### src/rtl/ppi_mode1_hs_if.sv
// ppi_mode1_hs_if: control, CPU and peripheral signals of one mode-1 handshake channel
interface ppi_mode1_hs_if #(
    parameter int WIDTH = 8
);
    logic             mode1;
    logic             dir_in;
    logic             inte_wr;
    logic             inte_val;
    logic             cpu_rd;
    logic             cpu_wr;
    logic             nstb;
    logic             nack;
    logic [WIDTH-1:0] port_din;
    logic [WIDTH-1:0] data_q;
    logic             ibf;
    logic             nobf;
    logic             intr;
    logic             port_oe;
    logic             overrun;
    logic [2:0]       status;
    modport master (
        output mode1, dir_in, inte_wr, inte_val, cpu_rd, cpu_wr, nstb, nack, port_din,
        input  data_q, ibf, nobf, intr, port_oe, overrun, status
    );
    modport slave (
        input  mode1, dir_in, inte_wr, inte_val, cpu_rd, cpu_wr, nstb, nack, port_din,
        output data_q, ibf, nobf, intr, port_oe, overrun, status
    );
endinterface

### src/rtl/ppi_mode1_hs_ctrl.sv
// ppi_mode1_hs_ctrl: 8255-style mode-1 strobed handshake sequencer for one port channel.
// Define PPI_HS_SYNC_EN to pass nstb/nack through a two-flop synchronizer (+2 cycles latency).
module ppi_mode1_hs_ctrl #(
    parameter int WIDTH = 8
) (
    input logic           clk,
    input logic           reset,
    ppi_mode1_hs_if.slave bus
);
    typedef enum logic [2:0] {IDLE, IN_WAIT, IN_FULL, OUT_EMPTY, OUT_FULL} state_t;
    state_t           r_state;
    logic [WIDTH-1:0] r_data;
    logic             r_ibf;
    logic             r_nobf;
    logic             r_intr;
    logic             r_oe;
    logic             r_ovr;
    logic             r_inte;
    logic             r_stb_p;
    logic             r_ack_p;
    logic             w_stb_s;
    logic             w_ack_s;
    logic             w_stb_fall;
    logic             w_stb_rise;
    logic             w_ack_fall;
    logic             w_ack_rise;
`ifdef PPI_HS_SYNC_EN
    logic [1:0] r_stb_sy;
    logic [1:0] r_ack_sy;
    always_ff @(posedge clk) begin
        r_stb_sy <= reset ? 2'b11 : {r_stb_sy[0], bus.nstb};
        r_ack_sy <= reset ? 2'b11 : {r_ack_sy[0], bus.nack};
    end
    assign w_stb_s = r_stb_sy[1];
    assign w_ack_s = r_ack_sy[1];
`else
    assign w_stb_s = bus.nstb;
    assign w_ack_s = bus.nack;
`endif
    // previous samples reset high so an idle pin never looks like an edge
    always_ff @(posedge clk) begin
        r_stb_p <= reset ? 1'b1 : w_stb_s;
        r_ack_p <= reset ? 1'b1 : w_ack_s;
    end
    assign w_stb_fall = r_stb_p & ~w_stb_s;
    assign w_stb_rise = ~r_stb_p & w_stb_s;
    assign w_ack_fall = r_ack_p & ~w_ack_s;
    assign w_ack_rise = ~r_ack_p & w_ack_s;
    always_ff @(posedge clk) begin
        if (reset) begin
            r_state <= IDLE;
            r_data  <= '0;
            r_ibf   <= 1'b0;
            r_nobf  <= 1'b1;
            r_intr  <= 1'b0;
            r_oe    <= 1'b0;
            r_ovr   <= 1'b0;
            r_inte  <= 1'b0;
        end else begin
            if (!bus.mode1) begin
                r_state <= IDLE;
                r_ibf   <= 1'b0;
                r_nobf  <= 1'b1;
                r_intr  <= 1'b0;
                r_oe    <= 1'b0;
            end else begin
                case (r_state)
                    IDLE: begin
                        r_state <= bus.dir_in ? IN_WAIT : OUT_EMPTY;
                        r_oe    <= ~bus.dir_in;
                    end
                    IN_WAIT: if (w_stb_fall) begin
                        r_data  <= bus.port_din;
                        r_ibf   <= 1'b1;
                        r_state <= IN_FULL;
                    end
                    IN_FULL: if (w_stb_fall) begin
                        r_data <= bus.port_din;
                        r_ovr  <= 1'b1;
                        if (bus.cpu_rd) r_intr <= 1'b0;
                    end else begin
                        r_intr <= w_stb_rise ? r_inte : (bus.cpu_rd ? 1'b0 : r_intr);
                        if (bus.cpu_rd) begin
                            r_ibf   <= 1'b0;
                            r_state <= IN_WAIT;
                        end
                    end
                    OUT_EMPTY: if (bus.cpu_wr) begin
                        r_nobf  <= 1'b0;
                        r_intr  <= 1'b0;
                        r_state <= OUT_FULL;
                    end
                    OUT_FULL: if (w_ack_fall) begin
                        r_nobf <= 1'b1;
                    end else if (w_ack_rise) begin
                        r_nobf  <= 1'b1;
                        r_intr  <= r_inte;
                        r_state <= OUT_EMPTY;
                    end
                    default: r_state <= IDLE;
                endcase
            end
            if (bus.cpu_rd && !w_stb_fall) r_ovr <= 1'b0;
            // INTE writes land last so a clear always wins over a same-cycle interrupt
            if (bus.inte_wr) begin
                r_inte <= bus.inte_val;
                if (!bus.inte_val) r_intr <= 1'b0;
            end
        end
    end
    assign bus.data_q  = r_data;
    assign bus.ibf     = r_ibf;
    assign bus.nobf    = r_nobf;
    assign bus.intr    = r_intr;
    assign bus.port_oe = r_oe;
    assign bus.overrun = r_ovr;
    assign bus.status  = {r_intr, r_inte, r_ibf | ~r_nobf};
endmodule

### src/flat_wrapper.sv
// flat-port wrapper written by rule: the top's interface ports become plain ports
module ppi_mode1_hs_ctrl_flat 
#(
    parameter int WIDTH = 8
)
  (clk, reset, bus_mode1, bus_dir_in, bus_inte_wr, bus_inte_val, bus_cpu_rd, bus_cpu_wr, bus_nstb, bus_nack, bus_port_din, bus_data_q, bus_ibf, bus_nobf, bus_intr, bus_port_oe, bus_overrun, bus_status);
  ppi_mode1_hs_if #(.WIDTH(WIDTH)) bus_i ();
  input logic clk;
  input logic reset;
  input wire logic [$bits(bus_i.mode1)-1:0] bus_mode1;
  input wire logic [$bits(bus_i.dir_in)-1:0] bus_dir_in;
  input wire logic [$bits(bus_i.inte_wr)-1:0] bus_inte_wr;
  input wire logic [$bits(bus_i.inte_val)-1:0] bus_inte_val;
  input wire logic [$bits(bus_i.cpu_rd)-1:0] bus_cpu_rd;
  input wire logic [$bits(bus_i.cpu_wr)-1:0] bus_cpu_wr;
  input wire logic [$bits(bus_i.nstb)-1:0] bus_nstb;
  input wire logic [$bits(bus_i.nack)-1:0] bus_nack;
  input wire logic [$bits(bus_i.port_din)-1:0] bus_port_din;
  output wire logic [$bits(bus_i.data_q)-1:0] bus_data_q;
  output wire logic [$bits(bus_i.ibf)-1:0] bus_ibf;
  output wire logic [$bits(bus_i.nobf)-1:0] bus_nobf;
  output wire logic [$bits(bus_i.intr)-1:0] bus_intr;
  output wire logic [$bits(bus_i.port_oe)-1:0] bus_port_oe;
  output wire logic [$bits(bus_i.overrun)-1:0] bus_overrun;
  output wire logic [$bits(bus_i.status)-1:0] bus_status;
  assign bus_i.mode1 = bus_mode1;
  assign bus_i.dir_in = bus_dir_in;
  assign bus_i.inte_wr = bus_inte_wr;
  assign bus_i.inte_val = bus_inte_val;
  assign bus_i.cpu_rd = bus_cpu_rd;
  assign bus_i.cpu_wr = bus_cpu_wr;
  assign bus_i.nstb = bus_nstb;
  assign bus_i.nack = bus_nack;
  assign bus_i.port_din = bus_port_din;
  assign bus_data_q = bus_i.data_q;
  assign bus_ibf = bus_i.ibf;
  assign bus_nobf = bus_i.nobf;
  assign bus_intr = bus_i.intr;
  assign bus_port_oe = bus_i.port_oe;
  assign bus_overrun = bus_i.overrun;
  assign bus_status = bus_i.status;
  ppi_mode1_hs_ctrl #(.WIDTH(WIDTH)) u_core (.clk(clk), .reset(reset), .bus(bus_i));
endmodule
### config.mk
export PLATFORM = sky130hd
export DESIGN_NAME = ppi_mode1_hs_ctrl_flat
export DESIGN_NICKNAME = d
export VERILOG_FILES = /design/src/rtl/ppi_mode1_hs_if.sv /design/src/rtl/ppi_mode1_hs_ctrl.sv /design/src/flat_wrapper.sv
export SDC_FILE = /design/constraint.sdc
export NUM_CORES = 1
export LEC_CHECK = 0
export CAP_MARGIN = 0
export CORE_MARGIN = 4
export CORE_UTILIZATION = 42
export DETAILED_ROUTE_END_ITERATION = 16
export GPL_TIMING_DRIVEN = 0
export PLACE_DENSITY = 0.77
export SYNTH_ARGS = -nofsm -noshare
export SYNTH_HDL_FRONTEND = slang
export SYNTH_SLANG_ARGS = --single-unit
export TNS_END_PERCENT = 10
### constraint.sdc
create_clock -name clk -period 2.42 [get_ports clk]
set_clock_uncertainty 0.2 [all_clocks]
set_input_delay 0.605 -clock clk [delete_from_list [all_inputs] [get_ports clk]]
set_output_delay 0.605 -clock clk [all_outputs]
set_load 0.005 [all_outputs]
== Yosys cells after proc, flatten, opt, wreduce, memory -nomap -nowiden ==
Cells that the tools add are included.
Storage, ports and cells
  bits in registers: 19
  latch bits: 0
  RAM bits: 0
  ROM bits: 0
  input port bits: 18
  output and inout port bits: 16
  logic and storage cells: 72
  memories: 0
Operators by class
  add/sub/neg operators: 0
  $mul: 0
  div/mod/pow operators: 0
  order comparisons: 0
  equality and inequality tests: 11
  shift-type cells: 0
  multiplexer cells: 26
  bitwise gates (word level): 12
  reduce and logical (&&, ||, !) cells: 13
Operator list (count)
  $mux W3: 6
  $mux W1: 15
  $pmux W3 S5: 1
  $reduce_and A3 Y1: 3
  $ne A2 B2 Y1 const B: 4
  $not A1 Y1: 7
  $eq A3 B2 Y1 const B: 2
  $reduce_and A6 Y1: 1
  $reduce_or A2 Y1: 3
  $and A1 B1 Y1: 4
  $ne A2 B1 Y1 const B: 2
  $pmux W1 S2: 2
  $reduce_and A4 Y1: 1
  $reduce_bool A2 Y1: 2
  $eq A3 B1 Y1 const B: 1
  $eq A3 B3 Y1 const B: 1
  $logic_not A3 Y1: 1
  $ne A3 B1 Y1 const B: 1
  $pmux W1 S3: 1
  $mux W2: 1
  $logic_and A1 B1 Y1: 1
  $logic_not A1 Y1: 1
  $or A1 B1 Y1: 1

== Depth between registers and ports, before layout ==
Gate-level depths: netlist (run 1).
  depth after elaboration: 8
  mapped depth: 6
  gate-level depth less buffers: 4

== Worst setup path before layout (run 1) ==
Ideal clock, no wire load.
  path type: input -> register
  start point: input port bus_nstb
  end point: register u_core.r_data[0] (netlist: u_core.bus.data_q[0])
  library setup time: 0.128 ns
  arrival: 1.654 ns
  data required time: 2.092 ns
  slack: 0.439 ns
  cell stages on the path: 5
  path buffers: 1
  cells stage by stage: or3b_4 > or3b_1 > buf_6 > mux2i_1 > nor2_1
Between the ends
  word-level cells in the longest chain between the ends: 3
RTL lines
  start, declared: line flat_wrapper.sv:16  | input wire logic [$bits(bus_i.nstb)-1:0] bus_nstb;
  $not A1 Y1: line ppi_mode1_hs_ctrl.sv:45  | assign w_stb_fall = r_stb_p & ~w_stb_s;
  $and A1 B1 Y1: line ppi_mode1_hs_ctrl.sv:45
  $reduce_and A3 Y1 (no line)
  end signal, assigned: line ppi_mode1_hs_ctrl.sv:73  | r_data <= bus.port_din;
  end signal, assigned: line ppi_mode1_hs_ctrl.sv:78  | r_data <= bus.port_din;
  end, declared: line ppi_mode1_hs_ctrl.sv:12  | logic [WIDTH-1:0] r_data;
Every way passes these cells.
A chain may end at the register's enable or synchronous reset.

== Worst setup path after layout (run 1) ==
  start point: input port bus_nstb
  end point: register u_core.r_data[3] (netlist: u_core.bus.data_q[3])
Same word-level chain as after synthesis.

==> key figures, run 1 <==
Global routing
  • Grt ovf: 0
  • First-pass GRT wire length: 3150 µm
  • Vias in the first global route: 732
  • Maximum number of pins on one net before global-route repair: 11
  • Gr usage total: 0.149
  • Initial antenna violation count: 0

Clock network
  • Hold Buf Count CTS: 0
  • Clock Path Buffers: 2
  • Clk_lat worst skew: 290 ps
  • Post-CTS Resized: 0
  • H-tree levels: 1
  • Clk slew on worst S/H paths: 100 ps
  • Root Buffer: clkbuf_4
  • Clock sinks: 19
  • Cts bufs inserted: 3
  • Postcts setup bufs: 0
  • CTS tree: built

Logic synthesis
  • Most frequent cell after synthesis: dfxtp_1
  • Synth area leader: dfxtp_1
  • Largest cells by area after synthesis: dfxtp_1, mux2i_1, nor2_1
  • Synth Net Count: 113
  • Seq/Total Area, Yosys: 0.426
  • FF+latch count, synth: 19
  • Synth cell types: 36
  • Synth Area per Inst: 9.40 µm²
  • Synth top area share: 0.426
  • Fraction of registers with async set/reset: 0
  • Post-Syn Instances: between 90 and 100
  • Post-synth EDFFs: 0
  • Mapped Area: 893 µm²
  • Main synth FF type: dfxtp_1
  • Synth warnings: 0
  • Most common library cells after synthesis: dfxtp_1, nor2_1, mux2i_1

Place
  • DP Wirelength: 1460 µm
  • Dpl cells: 155
  • Port Buf Inserts: 33
  • Routability Congestion: 0.839

Power and ir drop
  • Seq pwr share: 0.556
  • PD cells: 461 nW/µm²
  • Lkg Pwr: 0.544 nW
  • VDD IR max: between 0.0002 and 0.0003 V
  • Switching power: 0.139 mW
  • Power, Total: 0.592 mW
  • Internal: 0.453 mW
  • Sw Share: 0.235
  • Comb pwr share: 0.183
  • Clock power share: 0.261

STA
  • Final hold violation count: 0
  • Minimum clock period: 2240 ps
  • Slew @ Worst Pin: 426 ps
  • Setup_tns: 0 ps
  • Max Freq: 446 MHz
  • Final slew viol count: 0
  • Setup repair after global routing missed its margin: false
  • Slew Limit Headroom: 0.716
  • Final Cycle Share: 0.927
  • Hold slack: slightly above 300 ps
  • Final setup vio count: 0

Setup path
  • Critical Path RT: approximately 2400 ps
  • Crit path DAT: 2220 ps
  • Crit path launch type: input pin
  • CP Class: input pin to flip-flop
  • Crit path capture type: flip-flop
  • Crit-path max FO: 8

Die
  • Die height: 54.1 µm
  • Die width: approximately 54 µm
  • Site Rows: 16
  • CORE AREA: 1980 µm²
  • Total I/O pin count: 34
  • Die area: 2930 µm²
  • Initial core utilization: 0.451

Hold path
  • Path type of the worst min-delay path: flip-flop to flip-flop

Status
  • Status: finished, final reports clean

Finish
  • Number of diodes: 0
  • Share of cells above drive strength 1: 0.129
  • Final net count: roughly 150
  • Syn-to-layout area delta: 43.7%
  • Cell Count, Final, Fillers Out: 159

Flow run
  • Max-cap violation count: 0

Routing
  • Routed Antenna Nets: 0
  • Routed WL: 1880 µm
  • DR DRC count: 0
  • Initial DRC count: 6
  • Vias: 791
  • Wire length per cell: between 10 and 15 µm
  • Router iterations before antenna repair: 4
  • Via density: around 5.0
registers in the layout, summed over array words and instances (netlist names):
name	count
u_core.bus.nobf	1
u_core.bus.data_q	8
u_core.r_stb_p	1
u_core.bus.ibf	1
u_core.r_state	3
u_core.bus.port_oe	1
u_core.r_inte	1
u_core.bus.overrun	1
u_core.bus.intr	1
u_core.r_ack_p	1
power by group through the flow:
stage          combinational (mW)  sequential [mW]  clock, mW
6_report                    0.108            0.329      0.154
5_1_grt                     0.119            0.331      0.176
4_1_cts                     0.109            0.329      0.166
3_5_place_dp                0.108            0.336          0
3_3_place_gp                0.107            0.336          0
2_1_floorplan              0.0533            0.336          0
metrics by stage:
stage	cell area, µm²	util	worst slack (ps)
finish	1280	0.648	176
global route	1280	0.648	96.2
CTS	1280	0.648	178
detailed placement	1260	0.634	-135
global placement	1260	0.634	-125
floorplan	893	-	439
layout make-up:
| class | count | area [µm²] |
|---|---|---|
| buffer | 7 | 50.0 |
| clock buffer | 4 | 26.3 |
| fill | 164 | 698 |
| inverter | 5 | 18.8 |
| multi-input combinational | 64 | 444 |
| sequential | 19 | 380 |
| tap | 27 | 33.8 |
| timing repair buffer | 33 | 330 |
cell usage in the layout, fill, tap and decap left out, types with 2 or more instances in the layout:
cell type,netlist,final
dfxtp_1,19,19
nor2_1,13,13
buf_6,2,2
nor3_1,3,3
or2_2,2,2
mux2i_1,9,9
clkdlybuf4s50_1,0,33
buf_4,2,2
a21oi_1,4,4
nand2_1,2,2
inv_1,5,5
nor2b_1,3,3
nand2b_1,3,3
clkbuf_1,2,3
clkbuf_4,0,3
o21ai_0,4,4
logic make-up (layout without fill, tap and decap cells):
group,Yosys count,count (layout),synth area share
and+or+nand+nor,33,33,0.206
AOI/OAI and AO/OA,19,19,0.158
DFF,19,19,0.426
buffers and inverters,12,49,0.0770
muxes,10,10,0.113
xor gates and xnor gates,2,2,0.0196
worst paths after layout:
path	from	end	slack (ps)	depth (start not counted)
max	bus_nstb	u_core.bus.data_q[3]$_SDFFE_PP0P_	180	6
min	u_core.bus.data_q[1]$_SDFFE_PP0P_	u_core.bus.data_q[1]$_SDFFE_PP0P_	300	2
max reg2reg	u_core.r_state[2]$_SDFFE_PP0P_	u_core.bus.data_q[3]$_SDFFE_PP0P_	500	6
min reg2reg	u_core.bus.data_q[1]$_SDFFE_PP0P_	u_core.bus.data_q[1]$_SDFFE_PP0P_	300	2
worst max-delay path: stages:
cell	delay (ps)
clkdlybuf4s50_1	460
or3b_4	420
or3b_1	380
buf_6	160
mux2i_1	150
nor2_1	50
metal layers:
| layer | global-route usage | vias up | routed length (µm) |
|---|---|---|---|
| met2 | 0.241 | 28 | 855 |
| li1 | - | 405 | - |
| met1 | 0.176 | 355 | 819 |
| met4 | 0.0498 | 0 | 25 |
| met5 | 0 | - | 0 |
| met3 | 0.0609 | 3 | 174 |
(Power assumes the default switching activity.)
==> inputs of run 2 (changes only) <==
- REMOVE_ABC_BUFFERS: unset -> 1
==> key figures, run 2 (synthesized netlist as in run 1, its figures left out) <==
Clock network
  • H-tree levels: 1 (unchanged)
  • Clock Path Buffers: 2 (unchanged)
  • Root Buffer: clkbuf_4
  • Clock sinks: 19 (unchanged)
  • Hold Buf Count CTS: 0 (unchanged)
  • Clk_lat worst skew: 300 ps (about the same)
  • CTS tree: built
  • Clk slew on worst S/H paths: 110 ps (about the same)
  • Cts bufs inserted: 3 (unchanged)

Finish
  • Commonest non-fill, non-tap cells in the layout: clkdlybuf4s50_1, dfxtp_1, nor2_1, mux2i_1, inv_1
  • Final core occ: 0.624 (-0.0240)
  • Most common cell after layout, fill and taps aside: clkdlybuf4s50_1
  • Fill count: 172 (+4.9%)
  • Largest register FFs: 8 (unchanged)
  • Number of diodes: 0 (unchanged)
  • Final net count: 144 (-4.6%)
  • Reg area: 380 µm² (unchanged)
  • Area of the multi-input gates: 447 µm² (+0.56%)
  • Syn-to-layout area delta: 38.4%
  • Share of cells above drive strength 1: 0.104 (-0.0248)

STA
  • Setup repair after global routing missed its margin: false
  • Minimum clock period: 2210 ps (-37.2 ps)
  • Slew @ Worst Pin: 427 ps (+0.557 ps)
  • Final hold violation count: 0 (unchanged)
  • Max Freq: 453 MHz (+1.7%)
  • Final Cycle Share: 0.912 (-0.0154)
  • Final setup vio count: 0 (unchanged)
  • Slew Limit Headroom: 0.715 (-0.00126)
  • Final slew viol count: 0 (unchanged)

Power and ir drop
  • PD cells: 483 nW/µm² (+4.9%)
  • Power, Total: 0.598 mW (+1.0%)
  • Lkg Pwr: 0.514 nW (-5.4%)
  • VDD IR max: 0.000368 V (+35%)

Setup path
  • FF-to-FF path depth: 4 (-2)
  • Crit path DAT: 2200 ps (-20 ps)
  • Critical Path RT: 2410 ps (+20 ps)
  • CP max stage delay: 470 ps (about the same)
  • CP bufs+invs: 1 (-1)
  • CP delay by family, top: simple AND/OR/NAND/NOR gates
  • Critical Path Most Common Cell: or3b_4
  • Crit-path max FO: 8 (unchanged)
  • Crit path launch type: input pin
  • Cell Chain, Critical Path: clkdlybuf4s50_1 -> or3b_4 -> or3b_4 -> mux2i_1 -> nor2_1
  • Crit path capture type: flip-flop
  • CP Class: input pin to flip-flop
  • Critical path depth: 5 (-1)
  • Worst-path cell with the longest stage delay: or3b_4

Global routing
  • Grt ovf: 0 (unchanged)
  • Gr usage total: 0.167 (+0.0183)
  • Vias in the first global route: 808 (+10%)
  • Initial antenna violation count: 0 (unchanged)
  • First-pass GRT wire length: 3480 µm (+10%)
  • Maximum number of pins on one net before global-route repair: 14 (+3)

Routing
  • Router iterations before antenna repair: 4 (unchanged)
  • Vias: 790 (-0.13%)
  • DR DRC count: 0 (unchanged)
  • Initial DRC count: 8 (+2)
  • Via density: 5.20 (+4.5%)
  • Routed Antenna Nets: 0 (unchanged)
  • Wire length per cell: 13.3 µm (+13%)
  • Routed WL: 2030 µm (+8.1%)

Hold path
  • Hold path cells: 2 (unchanged)
  • Path type of the worst min-delay path: flip-flop to flip-flop

Die
  • Site Rows: 16 (unchanged)
  • Total I/O pin count: 34 (unchanged)
  • Die width: 54.1 µm (unchanged)
  • Initial core utilization: 0.451 (unchanged)
  • Die area: 2930 µm² (unchanged)
  • Die height: 54.1 µm (unchanged)
  • CORE AREA: 1980 µm² (unchanged)

Place
  • DP Wirelength: 1530 µm (+4.8%)
  • Port Buf Inserts: 33 (unchanged)
  • Routability Congestion: 0.842 (+0.32%)

Flow run
  • Max-cap violation count: 0 (unchanged)

Status
  • Status: finished, final reports clean
run 2: cell type report:
cell class	count	share of cell area
multi-input combinational	64	0.361
sequential	19	0.308
timing repair buffer	33	0.267
tap	27	0.0273
clock buffer	4	0.0213
inverter	5	0.0152
run 2: through the flow:
step                cell area (µm²)  cells  TNS, ps  hold WS [ps]  setup slack (ps)
finish                         1240    152        0           305               214
global route                   1240    152        0           337               148
CTS                            1230    152        0           308              74.4
detailed placement             1210    148    -2010           288              -270
global placement               1210    148    -1940           273              -249
floorplan                       843     88        0           288               376
run 2: what timing repair did:
item                       4_1_cts  5_1_grt
gates resized for setup          0        1
setup endpoints to repair        0        3
buffers inserted                 0        0
run 2: where the power goes:
part           switching [mW]  internal [mW]
clock network          0.0997         0.0643
logic                  0.0365         0.0618
registers              0.0121          0.323
run 2: tightest hold or removal path, cell delays in order (launching register included):
cell	delay, ps
dfxtp_1	320
nor2_1	90
a211oi_1	50
run 2: final timing paths:
path,from,endpoint,slack [ps]
setup / recovery,bus_nstb,u_core.bus.data_q[0]$_SDFFE_PP0P_,210
hold reg to reg,u_core.bus.port_oe$_SDFFE_PP0N_,u_core.bus.port_oe$_SDFFE_PP0N_,310
setup reg to reg,u_core.r_state[2]$_SDFFE_PP0P_,u_core.bus.intr$_SDFF_PP0_,510
hold / removal,u_core.bus.port_oe$_SDFFE_PP0N_,u_core.bus.port_oe$_SDFFE_PP0N_,310
run 2: metal layers:
| layer | vias up | routed length [µm] | GRT usage |
|---|---|---|---|
| li1 | 390 | - | - |
| met1 | 368 | 808 | 0.178 |
| met2 | 26 | 970 | 0.273 |
| met3 | 6 | 205 | 0.0693 |
| met4 | 0 | 42 | 0.0996 |
| met5 | - | 0 | 0 |
==> inputs of run 3 (changes only) <==
- CAP_MARGIN: 0 -> 15
- CTS_CLUSTER_DIAMETER: unset -> 150
==> results of run 3 <==
Final layout, timing and power as in run 2 (identical DEF).
